## src/rtl/output_switch_if.sv

```systemverilog
// Pin-side bundle of the CPU output switch: both CPU GPIO ports, the select line
// and the pad-facing outputs with status.
interface output_switch_if #(
  parameter int WIDTH = 8
);
  logic             ctr_io;
  logic [WIDTH-1:0] out_from_A;
  logic [WIDTH-1:0] oe_from_A;
  logic [WIDTH-1:0] out_from_B;
  logic [WIDTH-1:0] oe_from_B;
  logic [WIDTH-1:0] output_pin;
  logic [WIDTH-1:0] output_oe;
  logic             active_cpu;
  logic             switch_busy;
  logic [7:0]       switch_count;

  modport master (
    output ctr_io, out_from_A, oe_from_A, out_from_B, oe_from_B,
    input  output_pin, output_oe, active_cpu, switch_busy, switch_count
  );

  modport slave (
    input  ctr_io, out_from_A, oe_from_A, out_from_B, oe_from_B,
    output output_pin, output_oe, active_cpu, switch_busy, switch_count
  );
endinterface

```

## src/rtl/output_switch.sv

```systemverilog
// Break-before-make selector of CPU A or CPU B onto the shared output pads; the
// pads sit at a safe value with enables off for a full guard interval on every change.
module output_switch #(
  parameter int               WIDTH        = 8,
  parameter int               SYNC_STAGES  = 2,
  parameter int               GUARD_CYCLES = 4,
  parameter logic [WIDTH-1:0] SAFE_VALUE   = {WIDTH{1'b0}}
) (
  input  logic             clk,
  input  logic             rst_n,
  output_switch_if.slave   bus
);

  localparam int               CNT_W      = (GUARD_CYCLES > 1) ? $clog2(GUARD_CYCLES) : 1;
  localparam logic [CNT_W-1:0] GUARD_LOAD = CNT_W'(GUARD_CYCLES - 1);

  localparam logic [1:0] ST_ACTIVE_A = 2'd0;
  localparam logic [1:0] ST_ACTIVE_B = 2'd1;
  localparam logic [1:0] ST_GUARD    = 2'd2;

  logic [SYNC_STAGES-1:0] sync_r;
  logic                   sel_s;
  logic [1:0]             state_r, state_s;
  logic [CNT_W-1:0]       cnt_r, cnt_s;
  logic [WIDTH-1:0]       pin_r, pin_s;
  logic [WIDTH-1:0]       oe_r, oe_s;
  logic                   active_r, active_s;
  logic                   busy_r, busy_s;
  logic                   first_r, first_s;
  logic [7:0]             count_r, count_s;

  // Select-line synchroniser; nothing else looks at the raw ctr_io
  always_ff @(posedge clk or negedge rst_n) begin
    if (!rst_n) begin
      sync_r <= {SYNC_STAGES{1'b0}};
    end else begin
      sync_r <= {sync_r[SYNC_STAGES-2:0], bus.ctr_io};
    end
  end

  assign sel_s = sync_r[SYNC_STAGES-1];

  // Next-state and next-output selection for the switch FSM
  always_comb begin
    state_s  = state_r;
    cnt_s    = cnt_r;
    pin_s    = pin_r;
    oe_s     = oe_r;
    active_s = active_r;
    busy_s   = busy_r;
    first_s  = first_r;
    count_s  = count_r;
    case (state_r)
      ST_ACTIVE_A: begin
        if (sel_s) begin
          state_s = ST_GUARD;
          cnt_s   = GUARD_LOAD;
          pin_s   = SAFE_VALUE;
          oe_s    = {WIDTH{1'b0}};
          busy_s  = 1'b1;
        end else begin
          pin_s = bus.out_from_A;
          oe_s  = bus.oe_from_A;
        end
      end
      ST_ACTIVE_B: begin
        if (!sel_s) begin
          state_s = ST_GUARD;
          cnt_s   = GUARD_LOAD;
          pin_s   = SAFE_VALUE;
          oe_s    = {WIDTH{1'b0}};
          busy_s  = 1'b1;
        end else begin
          pin_s = bus.out_from_B;
          oe_s  = bus.oe_from_B;
        end
      end
      ST_GUARD: begin
        if (cnt_r == {CNT_W{1'b0}}) begin
          // Destination depends only on sel_s at this edge, never on the entry cause
          state_s  = sel_s ? ST_ACTIVE_B : ST_ACTIVE_A;
          pin_s    = sel_s ? bus.out_from_B : bus.out_from_A;
          oe_s     = sel_s ? bus.oe_from_B : bus.oe_from_A;
          active_s = sel_s;
          busy_s   = 1'b0;
          first_s  = 1'b0;
          if (!first_r && (sel_s != active_r) && (count_r != 8'hFF)) begin
            count_s = count_r + 8'd1;
          end else begin
            count_s = count_r;
          end
        end else begin
          cnt_s = cnt_r - {{(CNT_W-1){1'b0}}, 1'b1};
          pin_s = SAFE_VALUE;
          oe_s  = {WIDTH{1'b0}};
        end
      end
      default: begin
        state_s = ST_GUARD;
        cnt_s   = GUARD_LOAD;
        pin_s   = SAFE_VALUE;
        oe_s    = {WIDTH{1'b0}};
        busy_s  = 1'b1;
      end
    endcase
  end

  // State, counters and registered pad outputs
  always_ff @(posedge clk or negedge rst_n) begin
    if (!rst_n) begin
      state_r  <= ST_GUARD;
      cnt_r    <= GUARD_LOAD;
      pin_r    <= SAFE_VALUE;
      oe_r     <= {WIDTH{1'b0}};
      active_r <= 1'b0;
      busy_r   <= 1'b1;
      first_r  <= 1'b1;
      count_r  <= 8'd0;
    end else begin
      state_r  <= state_s;
      cnt_r    <= cnt_s;
      pin_r    <= pin_s;
      oe_r     <= oe_s;
      active_r <= active_s;
      busy_r   <= busy_s;
      first_r  <= first_s;
      count_r  <= count_s;
    end
  end

  assign bus.output_pin   = pin_r;
  assign bus.output_oe    = oe_r;
  assign bus.active_cpu   = active_r;
  assign bus.switch_busy  = busy_r;
  assign bus.switch_count = count_r;

endmodule

```

## src/flat_wrapper.sv

```systemverilog
// flat-port wrapper written by rule: the top's interface ports become plain ports
module output_switch_flat 
#(
  parameter int               WIDTH        = 8,
  parameter int               SYNC_STAGES  = 2,
  parameter int               GUARD_CYCLES = 4,
  parameter logic [WIDTH-1:0] SAFE_VALUE   = {WIDTH{1'b0}}
)
  (clk, rst_n, bus_ctr_io, bus_out_from_A, bus_oe_from_A, bus_out_from_B, bus_oe_from_B, bus_output_pin, bus_output_oe, bus_active_cpu, bus_switch_busy, bus_switch_count);
  output_switch_if #(.WIDTH(WIDTH)) bus_i ();
  input  logic clk;
  input  logic rst_n;
  input wire logic [$bits(bus_i.ctr_io)-1:0] bus_ctr_io;
  input wire logic [$bits(bus_i.out_from_A)-1:0] bus_out_from_A;
  input wire logic [$bits(bus_i.oe_from_A)-1:0] bus_oe_from_A;
  input wire logic [$bits(bus_i.out_from_B)-1:0] bus_out_from_B;
  input wire logic [$bits(bus_i.oe_from_B)-1:0] bus_oe_from_B;
  output wire logic [$bits(bus_i.output_pin)-1:0] bus_output_pin;
  output wire logic [$bits(bus_i.output_oe)-1:0] bus_output_oe;
  output wire logic [$bits(bus_i.active_cpu)-1:0] bus_active_cpu;
  output wire logic [$bits(bus_i.switch_busy)-1:0] bus_switch_busy;
  output wire logic [$bits(bus_i.switch_count)-1:0] bus_switch_count;
  assign bus_i.ctr_io = bus_ctr_io;
  assign bus_i.out_from_A = bus_out_from_A;
  assign bus_i.oe_from_A = bus_oe_from_A;
  assign bus_i.out_from_B = bus_out_from_B;
  assign bus_i.oe_from_B = bus_oe_from_B;
  assign bus_output_pin = bus_i.output_pin;
  assign bus_output_oe = bus_i.output_oe;
  assign bus_active_cpu = bus_i.active_cpu;
  assign bus_switch_busy = bus_i.switch_busy;
  assign bus_switch_count = bus_i.switch_count;
  output_switch #(.WIDTH(WIDTH), .SYNC_STAGES(SYNC_STAGES), .GUARD_CYCLES(GUARD_CYCLES), .SAFE_VALUE(SAFE_VALUE)) u_core (.clk(clk), .rst_n(rst_n), .bus(bus_i));
endmodule
```

## config.mk

```make
export PLATFORM = sky130hd
export DESIGN_NAME = output_switch_flat
export DESIGN_NICKNAME = d
export VERILOG_FILES = /design/src/rtl/output_switch_if.sv /design/src/rtl/output_switch.sv /design/src/flat_wrapper.sv
export SDC_FILE = /design/constraint.sdc
export NUM_CORES = 1
export LEC_CHECK = 0
export BUFFER_PORTS_ARGS = -buffer_cell sky130_fd_sc_hd__buf_2
export CORE_ASPECT_RATIO = 0.6
export CORE_MARGIN = 2
export CORE_UTILIZATION = 46
export DETAILED_ROUTE_END_ITERATION = 12
export PLACE_DENSITY = 0.76
export SYNTH_ARGS = -nofsm -noshare
export SYNTH_HDL_FRONTEND = slang
export SYNTH_SLANG_ARGS = --single-unit
```

## constraint.sdc

```tcl
create_clock -name clk -period 1.9 [get_ports clk]
set_input_delay 0 -clock clk [delete_from_list [all_inputs] [get_ports clk]]
set_output_delay 0 -clock clk [all_outputs]
set_load 0.01 [all_outputs]
```

# Yosys cells after proc, flatten, opt, wreduce, memory -nomap -nowiden
# Cells that the tools add are included.
dict set report word_totals {
  elab_cells 51
  in_bits 35
  output_inout_bits 26
  register_bits 33
}
dict set report classes {
  n_eq_ne 8
  n_addsub 2
  reduce_logical 9
  mux 23
}
# cell n
set op_table {}
lappend op_table {{$mux 8} 8}
lappend op_table {{$pmux 8 s3} 2}
lappend op_table {{$mux 2} 6}
lappend op_table {{$pmux 2 s3} 2}
lappend op_table {{$reduce_and 3->1} 3}
lappend op_table {{$add 8x1->8 const B} 1}
lappend op_table {{$ne 8x8->1 const B} 1}
lappend op_table {{$logic_not 2->1} 2}
lappend op_table {{$mux 1} 4}
lappend op_table {{$ne 2x1->1 const B} 2}
lappend op_table {{$ne 2x2->1 const B} 2}
lappend op_table {{$pmux 1 s3} 1}
lappend op_table {{$eq 2x1->1 const B} 1}
lappend op_table {{$eq 2x2->1 const B} 1}
lappend op_table {{$logic_and 1x1->1} 2}
lappend op_table {{$reduce_and 2->1} 1}
lappend op_table {{$sub 2x1->2 const B} 1}
lappend op_table {{$logic_not 1->1} 1}
lappend op_table {{$ne 1x1->1} 1}

# Longest topological paths before layout
# Gate-level depths: netlist (run 1).
dict set report logic_depth {
  ltp_word 4
  mapped_depth 6
  depth_no_buf 6
}

# Worst setup path before layout (run 1)
# Ideal clock, no wire load.
dict set report synth_path {
  path_type {flip-flop to flip-flop}
  from {reg u_core.count_r[0] (netlist: u_core.bus.switch_count[0])}
  to {reg u_core.count_r[3] (netlist: u_core.bus.switch_count[3])}
  path_slack_ns 0.229
  setup_time_ns 0.127
  t_required_ns 1.773
  synth_period_minus_slack_ns 1.671
  path_stages_with_launch 6
  arrival_time_ns 1.544
  cell_sequence {dfrtp_1 ha_1 and4_1 a2111oi_4 nand4_1 xnor2_1}
}
dict set report synth_via {
  elab_chain_len 3
  elab_cells_between_ends 4
  cone_classes {1 x add/sub; 1 x eq/ne; 2 x reduce/logical}
}
# element line_no
set synth_rtl {}
lappend synth_rtl {{start: declaration} output_switch.sv:30} ;# logic [7:0] count_r, count_s;
lappend synth_rtl {{start signal: assignment} output_switch.sv:127} ;# count_r <= count_s;
lappend synth_rtl {{branches (longest 3 deep; another with $add 8x1->8)} -}
# Several ways; the timed one is not identified.
# A chain may end at the register's enable or synchronous reset.

# Final worst setup path (run 1)
# Ends and elaborated chain as after synthesis.

==> metrics.txt, run 1 <==
status=finished, final reports clean; synthesized area per cell=12.9 sq um; vias in the first global route=1263; Core Area=just under 3000 sq um; Final Setup Violations=0; Die Ht=46.8 um; critical path class=register to register; Reg area=806 sq um; global-route usage over all layers=23.9%; Initial Util=48.5%; FF+latch count, synth=32; 1st-pass router iterations=4; antenna fix cells=0; Root Driver=clkbuf_8; layout cells sized above 1=39.6%; crit path DAT=~1900 ps; CTS tree=yes; Worst-Skew Late Latency=roughly 280 ps; worst hold path type=input port to register; Max Slew Vio Count=0; max capacitance violation total=0; yosys warns=0; power per cell area=1190 nW/um^2; final hold vios=0; fmax=0.567 GHz; Yosys cell types=33; Worst Path Buf+Inv=0; Worst-path clk slew=60 ps; Post-DRT Antenna Nets=0; H-tree levels=2; Mapped Area=1400 sq um; Routability Congestion=0.764; slew of the pin with the lowest slew margin=a little under 700 ps; DR vias=approximately 1300; RSZ-0062 raised after global routing=no; Ports=61; GRT Residual Overflow=0; Vias/cell=5.07; Nets=244; Final Total Pwr=2.63 mW; final hold slack=73.4 ps; drt total wl=3820 um; Layout area overhead=57.3%; DP HPWL=slightly above 2000 um; Syn Nets=147; delay of the slowest cell on the worst path=430 ps; top-area cell type share of the netlist area=50.0%; Max Clock Skew=around 3.3 ps; P_leak=around 1.1 nW; Critical Path Slowest Stage Cell=dfrtp_1; fin cells=249; Final Instance Area=2210 sq um; sequential area share after synthesis=57.4%; period utilization=92.8%; clock period minus worst slack=1760 ps; Async SR Flop Fraction=between 90% and 100%; startpoint types=register; worst slack, placed=-113 ps; post-route setup slack=137 ps; Multi-input gate area=563 sq um; most common cell after layout, fill and taps aside=buf_2; DP Area=roughly 1700 sq um; CTS Buffer Depth=2; Row Count=15; IO buf count=60; CP endpoint kind=register; initial antenna violation count=0; CP required=2060 ps; Max IR drop VDD=0.000663 V; # placed instances=207; Crit path max-delay family=simple AND/OR/NAND/NOR gates; WL per Instance=15.3 um; most frequent cells in the layout=buf_2, dlygate4sd3_1, dfrtp_1; leading area contributor after synthesis=dfrtp_1; EDFF count, synth=0; first-pass GRT wire length=between 6000 and 7000 um; DIE AREA=3520 sq um; critical path cell sequence=ha_1 -> and4_1 -> a2111oi_4 -> nand4_1 -> xnor2_1; Die Wd=around 75 um; clock sinks=32; Slew HR=53.9%; drt drc=0; Synth Instances=109; largest net degree at the start of global routing=33; Area contributors post-synth=dfrtp_1, a22o_1, dfstp_2; CTS Buf Count=5; fillers=201; Worst Path Max Fanout=5; Synth Flop Type=dfrtp_1; DRT iter0 DRCs=38
-- power breakdown --
part / switching (mW) / internal, mW / total (mW)
sequential: 0.157 / 0.886 / 1.04
clock: 0.246 / 0.389 / 0.635
combinational: 0.472 / 0.483 / 0.955
total: 0.875 / 1.76 / 2.63
-- routing by layer --
| layer | share of wire (%) | vias up | track usage, % |
|---|---|---|---|
| met5 | 0 | - | 0 |
| met4 | 2.1 | 0 | 10.5 |
| met3 | 8.0 | 11 | 8.37 |
| met2 | 47 | 64 | 37.0 |
| met1 | 43 | 593 | 31.1 |
| li1 | - | 595 | - |
-- Yosys cell counts, types with 2 or more instances --
master,instances
nand4_1,4
a22o_1,15
o22a_1,2
buf_4,2
mux2i_1,2
a21oi_1,2
mux2_2,2
nand3_1,2
nor2_1,5
nand2_1,6
xnor2_1,4
dfrtp_1,28
ha_1,3
dfstp_2,4
buf_2,2
a22oi_1,3
inv_1,7
-- worst paths after layout --
kind / start / to / slack, ps / cells past startpoint
max: u_core.bus.switch_count[0]$_DFFE_PN0P_ / u_core.bus.switch_count[3]$_DFFE_PN0P_ / 140 / 5
min: bus_oe_from_A[0] / u_core.bus.output_oe[0]$_DFF_PN0_ / 70 / 3
max reg2reg: u_core.bus.switch_count[0]$_DFFE_PN0P_ / u_core.bus.switch_count[3]$_DFFE_PN0P_ / 140 / 5
min reg2reg: u_core.sync_r[0]$_DFF_PN0_ / u_core.sync_r[1]$_DFF_PN0_ / 370 / 0
max in group asynchronous: rst_n / u_core.bus.output_pin[1]$_DFF_PN0_ / 1150 / 2
min in group asynchronous: rst_n / u_core.bus.output_pin[5]$_DFF_PN0_ / 310 / 2
-- cells by family after synthesis --
| group | synth area share (%) |
|---|---|
| multiplexers | 3.03 |
| flip-flops | 57.4 |
| buffers and inverters | 3.66 |
| AO/OA/AOI/OAI | 18.7 |
| adder cells (fa/ha/maj) | 2.68 |
| AND/OR/NAND/NOR | 10.2 |
| XOR/XNOR | 4.28 |
-- per-stage QoR --
stage               util, %  TNS, ps
floorplan                 -        0
global placement       59.9        0
detailed placement     59.9    -1410
CTS                    75.3        0
global route           76.3        0
finish                 76.3        0
-- layout make-up --
type	instances	share of cell area [%]
well taps	42	2.38
multi-input cells	66	25.5
repair buffers	94	29.5
inverters	7	1.19
clock buffers	6	3.29
flip-flops and latches	32	36.5
clock inverters	2	1.59
-- tightest hold or removal path, cell delays in order --
cell     delay (ps)
buf_2            90
a22oi_1          70
o22ai_1         140
-- state kept, by name (all words and copies together), names as in the netlist --
register and cells:
u_core.cnt_r 2, u_core.bus.output_oe 8, u_core.state_r 1, u_core.bus.switch_count 8, u_core.bus.output_pin 8, u_core.first_r 1, u_core.sync_r 2, u_core.bus.active_cpu 1
u_core.bus.switch_busy 1
-- what timing repair did --
item / 4_1_cts / 5_1_grt
hold buffers: 33 / 0
endpoints found under the hold margin: 45 / 0
resized for setup: 1 / 2
buffers inserted: 0 / 1
endpoints found under the setup margin: 15 / 16
pin swaps: 0 / 1
Note: power is estimated with default switching activity, not from simulation.
==> run 2, diff against run 1 <==
clock period = 2 ns   (was 1.9 ns; I/O delays follow)
==> run 2 against run 1 <==
  * Non-clock buffer count decreased by 1
  * Largest power group unchanged
  * Critical path type unchanged
  * Die area stayed put
  * Flip-flop and latch count is the same
  * Cell area is 0.85% lower
==> metrics.txt, run 2 (synthesis gave the netlist of run 1 again) <==
status=finished, final reports clean; Vias/cell=a little over 5; met2 routed wirelength=1740 um; Max Slew Vio Count=0; Initial Util=48.5%; slew of the pin with the lowest slew margin=685 ps; Die Wd=approximately 75 um; Highest Signal Layer=met4; Ports=61; power share of the combinational group=35.3%; fmax=about 0.53 GHz; startpoint types=register; Reg power frac=40.1%; IO buf count=60; global-route usage over all layers=about 24%; Root Driver=clkbuf_8; Max IR drop VDD=0.000659 V; Finished Core Util=75.7%; max capacitance violation total=0; DP Area=1730 sq um; DR vias=around 1300; WL per Instance=15.4 um; largest net degree at the start of global routing=33; CP startpoint=u_core.cnt_r[0]$_DFFE_PN1P_; Worst Path Buf+Inv=2; RSZ-0062 raised after global routing=no; sw frac=33.6%; DIE AREA=3520 sq um; initial antenna violation count=0; most common cell after layout, fill and taps aside=buf_2; delay of the slowest cell on the worst path=620 ps; power share of the clock group=24.6%; CP endpoint kind=register; CTS Buffer Depth=2; Worst Path Max Fanout=15; P_leak=1.11 nW; total negative slack=0 ps; DRT iter0 DRCs=44; drt drc=0; DP HPWL=2050 um; Nets=between 200 and 250; Setup Fix Bufs, Post-CTS=0; Slew HR=54.3%; period utilization=95.2%; Worst-path clk slew=70 ps; Final Setup Violations=0; Row Count=15; Core Area=2890 sq um; Routability Congestion=0.764; CP required=between 2000 and 2500 ps; most frequent cells in the layout=buf_2, dlygate4sd3_1, dfrtp_1; Post-DRT Antenna Nets=0; first-pass GRT wire length=~6000 um; GRT Residual Overflow=0; Crit path top cell by count=inv_1; crit path DAT=between 2000 and 2500 ps; CTS tree=yes; critical path class=register to register; Internal Power=1.64 mW; Final Instance Area=2190 sq um; Crit path max-delay family=compound AO/OA/AOI/OAI gates; final hold vios=0; antenna fix cells=0; Hold Crit Start=bus_oe_from_A[0]; Max Clock Skew=just under 8 ps; critical path cell sequence=inv_1 -> ha_1 -> inv_1 -> a211oi_4 -> a22o_1; Die Ht=around 47 um; clock period minus worst slack=1900 ps; worst hold path type=input port to register; Layout area overhead=55.9%; H-tree levels=2; layout cells sized above 1=39.3%; vias in the first global route=about 1300; CTS Buf Count=5; drt total wl=3820 um; power per cell area=approximately 1100 nW/um^2; Critical Path Slowest Stage Cell=a211oi_4; 1st-pass router iterations=4; Worst-Skew Late Latency=approximately 280 ps; met3 wire len=363 um; Metal-1 WL=1640 um; clock sinks=32; Switch Pwr=between 0.8 and 0.9 mW; Crit Reg-Reg Startpoint=u_core.cnt_r[0]$_DFFE_PN1P_
run 2: through the flow:
step                worst slack, ps  hold slack [ps]  cells  power [mW]
global placement                105             67.3    207        1.74
global route                   11.0             86.0    248        2.61
finish                         96.1             79.9    248        2.47
detailed placement            -43.1             83.2    207        1.78
CTS                             118             67.1    248        2.44
floorplan                       329             -296    109        1.51
run 2: layout make-up:
type | count | area, sq um
Fill cell | 205 | 703
Multi-Input combinational cell | 66 | 561
Timing Repair Buffer | 93 | 631
Inverter | 7 | 26.3
Clock buffer | 5 | 68.8
Clock inverter | 3 | 42.5
Tap cell | 42 | 52.6
Sequential cell | 32 | 806
run 2: worst register-to-register path: cells and delay by family (launching register included):
kind	cells	cell delay, ps
AOI/OAI and AO/OA	2	880
DFF	1	390
adders and majority gates	1	340
buffers and inverters	2	230
run 2: repair_timing:
action                                  CTS  global route
pin swaps                                 0             1
hold buffers                             33             0
gates cloned                              0             0
endpoints found under the hold margin    45             0
gates resized for setup                   1             1
endpoints found under the setup margin   15            11
run 2: layer usage:
| layer | up-vias | track usage, % |
|---|---|---|
| met5 | - | 0 |
| met4 | 0 | 8.07 |
| met3 | 9 | 10.3 |
| met2 | 77 | 37.0 |
| met1 | 580 | 31.8 |
| li1 | 589 | - |
run 2: final timing paths:
| check | end | slack, ps | depth (start not counted) |
|---|---|---|---|
| hold / removal | u_core.bus.output_oe[0]$_DFF_PN0_ | 80 | 3 |
| max in group asynchronous | u_core.bus.switch_count[5]$_DFFE_PN0P_ | 1250 | 2 |
| setup reg to reg | u_core.bus.output_oe[5]$_DFF_PN0_ | 100 | 5 |
| hold reg to reg | u_core.sync_r[1]$_DFF_PN0_ | 370 | 0 |
| min in group asynchronous | u_core.bus.output_pin[5]$_DFF_PN0_ | 310 | 2 |
| setup / recovery | u_core.bus.output_oe[5]$_DFF_PN0_ | 100 | 5 |
run 2: power groups by stage:
stage / clock network, mW / registers [mW] / logic [mW]
2_1_floorplan: 0 / 1.03 / 0.480
3_3_place_gp: 0 / 0.980 / 0.760
3_5_place_dp: 0 / 0.985 / 0.792
4_1_cts: 0.614 / 0.983 / 0.848
5_1_grt: 0.651 / 1.01 / 0.946
6_report: 0.608 / 0.990 / 0.873
==> run 3, diff against run 2 <==
CTS_CLUSTER_DIAMETER = 100   (was not set)
PLACE_DENSITY = 0.88   (was 0.76)
==> run 3 against run 2 <==
  * Combinational power is 6.5% higher
  * Largest power group unchanged
  * Die area stayed put
  * Clock power up 2%
  * First-iteration DRC count up 6.8%
  * Worst hold slack lost 11 ps
  * Worst setup slack better by 65 ps
  * Final cell count grew 0.40%
  * Largest cell class unchanged
  * Register-to-register slack improved by 60 ps
  * Sequential power barely moved
  * Flip-flop and latch count unchanged
  * Total power is 3.2% higher
  * Maximum frequency is 3.5% higher
==> metrics.txt, run 3 (synthesis gave the netlist of run 1 again) <==
status=finished, final reports clean; DP HPWL=2240 um; final hold vios=0; Row Count=15; initial antenna violation count=0; GRT Residual Overflow=0; Initial Util=48.5%; P_leak=1.12 nW; DIE AREA=3520 sq um; Core Area=about 2900 sq um; CTS tree=yes; DR vias=1296; Post-DRT Antenna Nets=0; Root Driver=clkbuf_8; CP required=2160 ps; most frequent cells in the layout=buf_2, dlygate4sd3_1, dfrtp_1; CTS Buffer Depth=2; antenna fix cells=0; met3 wire len=464 um; layout cells sized above 1=39.6%; vias in the first global route=1348; critical path class=register to register; startpoint types=register; Worst-Skew Late Latency=290 ps; Finished Core Util=76.4%; Slew HR=52.8%; Routability Congestion=about 0.81; Metal-1 WL=~1800 um; period utilization=92.0%; IO buf count=60; WL per Instance=between 15 and 20 um; Die Wd=around 75 um; Vias/cell=5.20; crit path DAT=around 2000 ps; Worst-path clk slew=around 70 ps; power per cell area=1160 nW/um^2; Layout area overhead=57.4%; slew of the pin with the lowest slew margin=between 700 and 800 ps; Highest Signal Layer=met4; Nets=244; Max Clock Skew=roughly 11 ps; Final Setup Violations=0; drt drc=0; global-route usage over all layers=27.4%; 1st-pass router iterations=4; most common cell after layout, fill and taps aside=buf_2; Ports=a little over 60; Final Total Pwr=about 2.5 mW; first-pass GRT wire length=6690 um; Max IR drop VDD=slightly below 0.0006 V; largest net degree at the start of global routing=33; clock sinks=32; H-tree levels=2; worst hold path type=input port to register; CP endpoint kind=register; CTS Buf Count=5; Max Slew Vio Count=0; Worst Path Max Fanout=6; clock period minus worst slack=1840 ps; fmax=0.544 GHz; RSZ-0062 raised after global routing=no; Die Ht=46.8 um; met2 routed wirelength=2110 um; max capacitance violation total=0; drt total wl=~4400 um; DRT iter0 DRCs=47
run 3: area by class of cell:
type	count	area, sq um
clock buffers	5	68.8
inverters	7	26.3
fillers	194	683
flip-flops and latches	32	806
repair buffers	94	651
multi-input cells	66	561
well taps	42	52.6
clock inverters	3	42.5
run 3: worst max-delay path, cell delays in order (launching register included):
cell,delay [ps]
dfstp_2,390
inv_1,100
ha_1,330
nand3b_4,190
a2111oi_4,400
nand4_1,160
xnor2_1,150
run 3: where the power goes:
group | leakage (nW) | internal (mW) | switching (mW)
sequential | 0.414 | 0.842 | 0.159
combinational | 0.654 | 0.456 | 0.474
clock | 0.0541 | 0.368 | 0.250
total | 1.12 | 1.67 | 0.883
run 3: repair_timing:
item,in CTS,in global routing
setup endpoints to repair,15,15
buffers inserted,0,1
pin swaps,0,1
hold buffers,33,0
resized for setup,1,1
hold endpoints to repair,45,0
run 3: final timing paths:
kind | from | endpoint | slack [ps] | cells past startpoint
worst min-delay path | bus_oe_from_A[0] | u_core.bus.output_oe[0]$_DFF_PN0_ | 70 | 3
worst max register to register | u_core.cnt_r[0]$_DFFE_PN1P_ | u_core.bus.switch_count[3]$_DFFE_PN0P_ | 160 | 6
max in group asynchronous | rst_n | u_core.bus.switch_count[3]$_DFFE_PN0P_ | 1230 | 2
min in group asynchronous | rst_n | u_core.bus.output_pin[3]$_DFF_PN0_ | 300 | 2
worst max-delay path | u_core.cnt_r[0]$_DFFE_PN1P_ | u_core.bus.switch_count[3]$_DFFE_PN0P_ | 160 | 6
worst min register to register | u_core.sync_r[0]$_DFF_PN0_ | u_core.sync_r[1]$_DFF_PN0_ | 360 | 0
run 3: per-layer routing:
layer,vias up,GRT usage (%)
met5,-,0
met4,0,8.42
met3,14,11.8
met2,85,46.4
met1,604,32.6
li1,593,-
run 3: through the flow:
| step | area, sq um | setup slack [ps] | setup TNS, ps | cells | hold WS [ps] |
|---|---|---|---|---|---|
| 6_report | 2210 | 161 | 0 | 249 | 68.6 |
| 5_1_grt | 2210 | 18.3 | 0 | 249 | 90.5 |
| 4_1_cts | 2180 | 107 | 0 | 248 | 50.6 |
| 3_5_place_dp | 1730 | -39.4 | -214 | 207 | 81.2 |
| 3_3_place_gp | 1730 | 125 | 0 | 207 | 54.6 |
| 2_1_floorplan | 1400 | 329 | 0 | 109 | -296 |
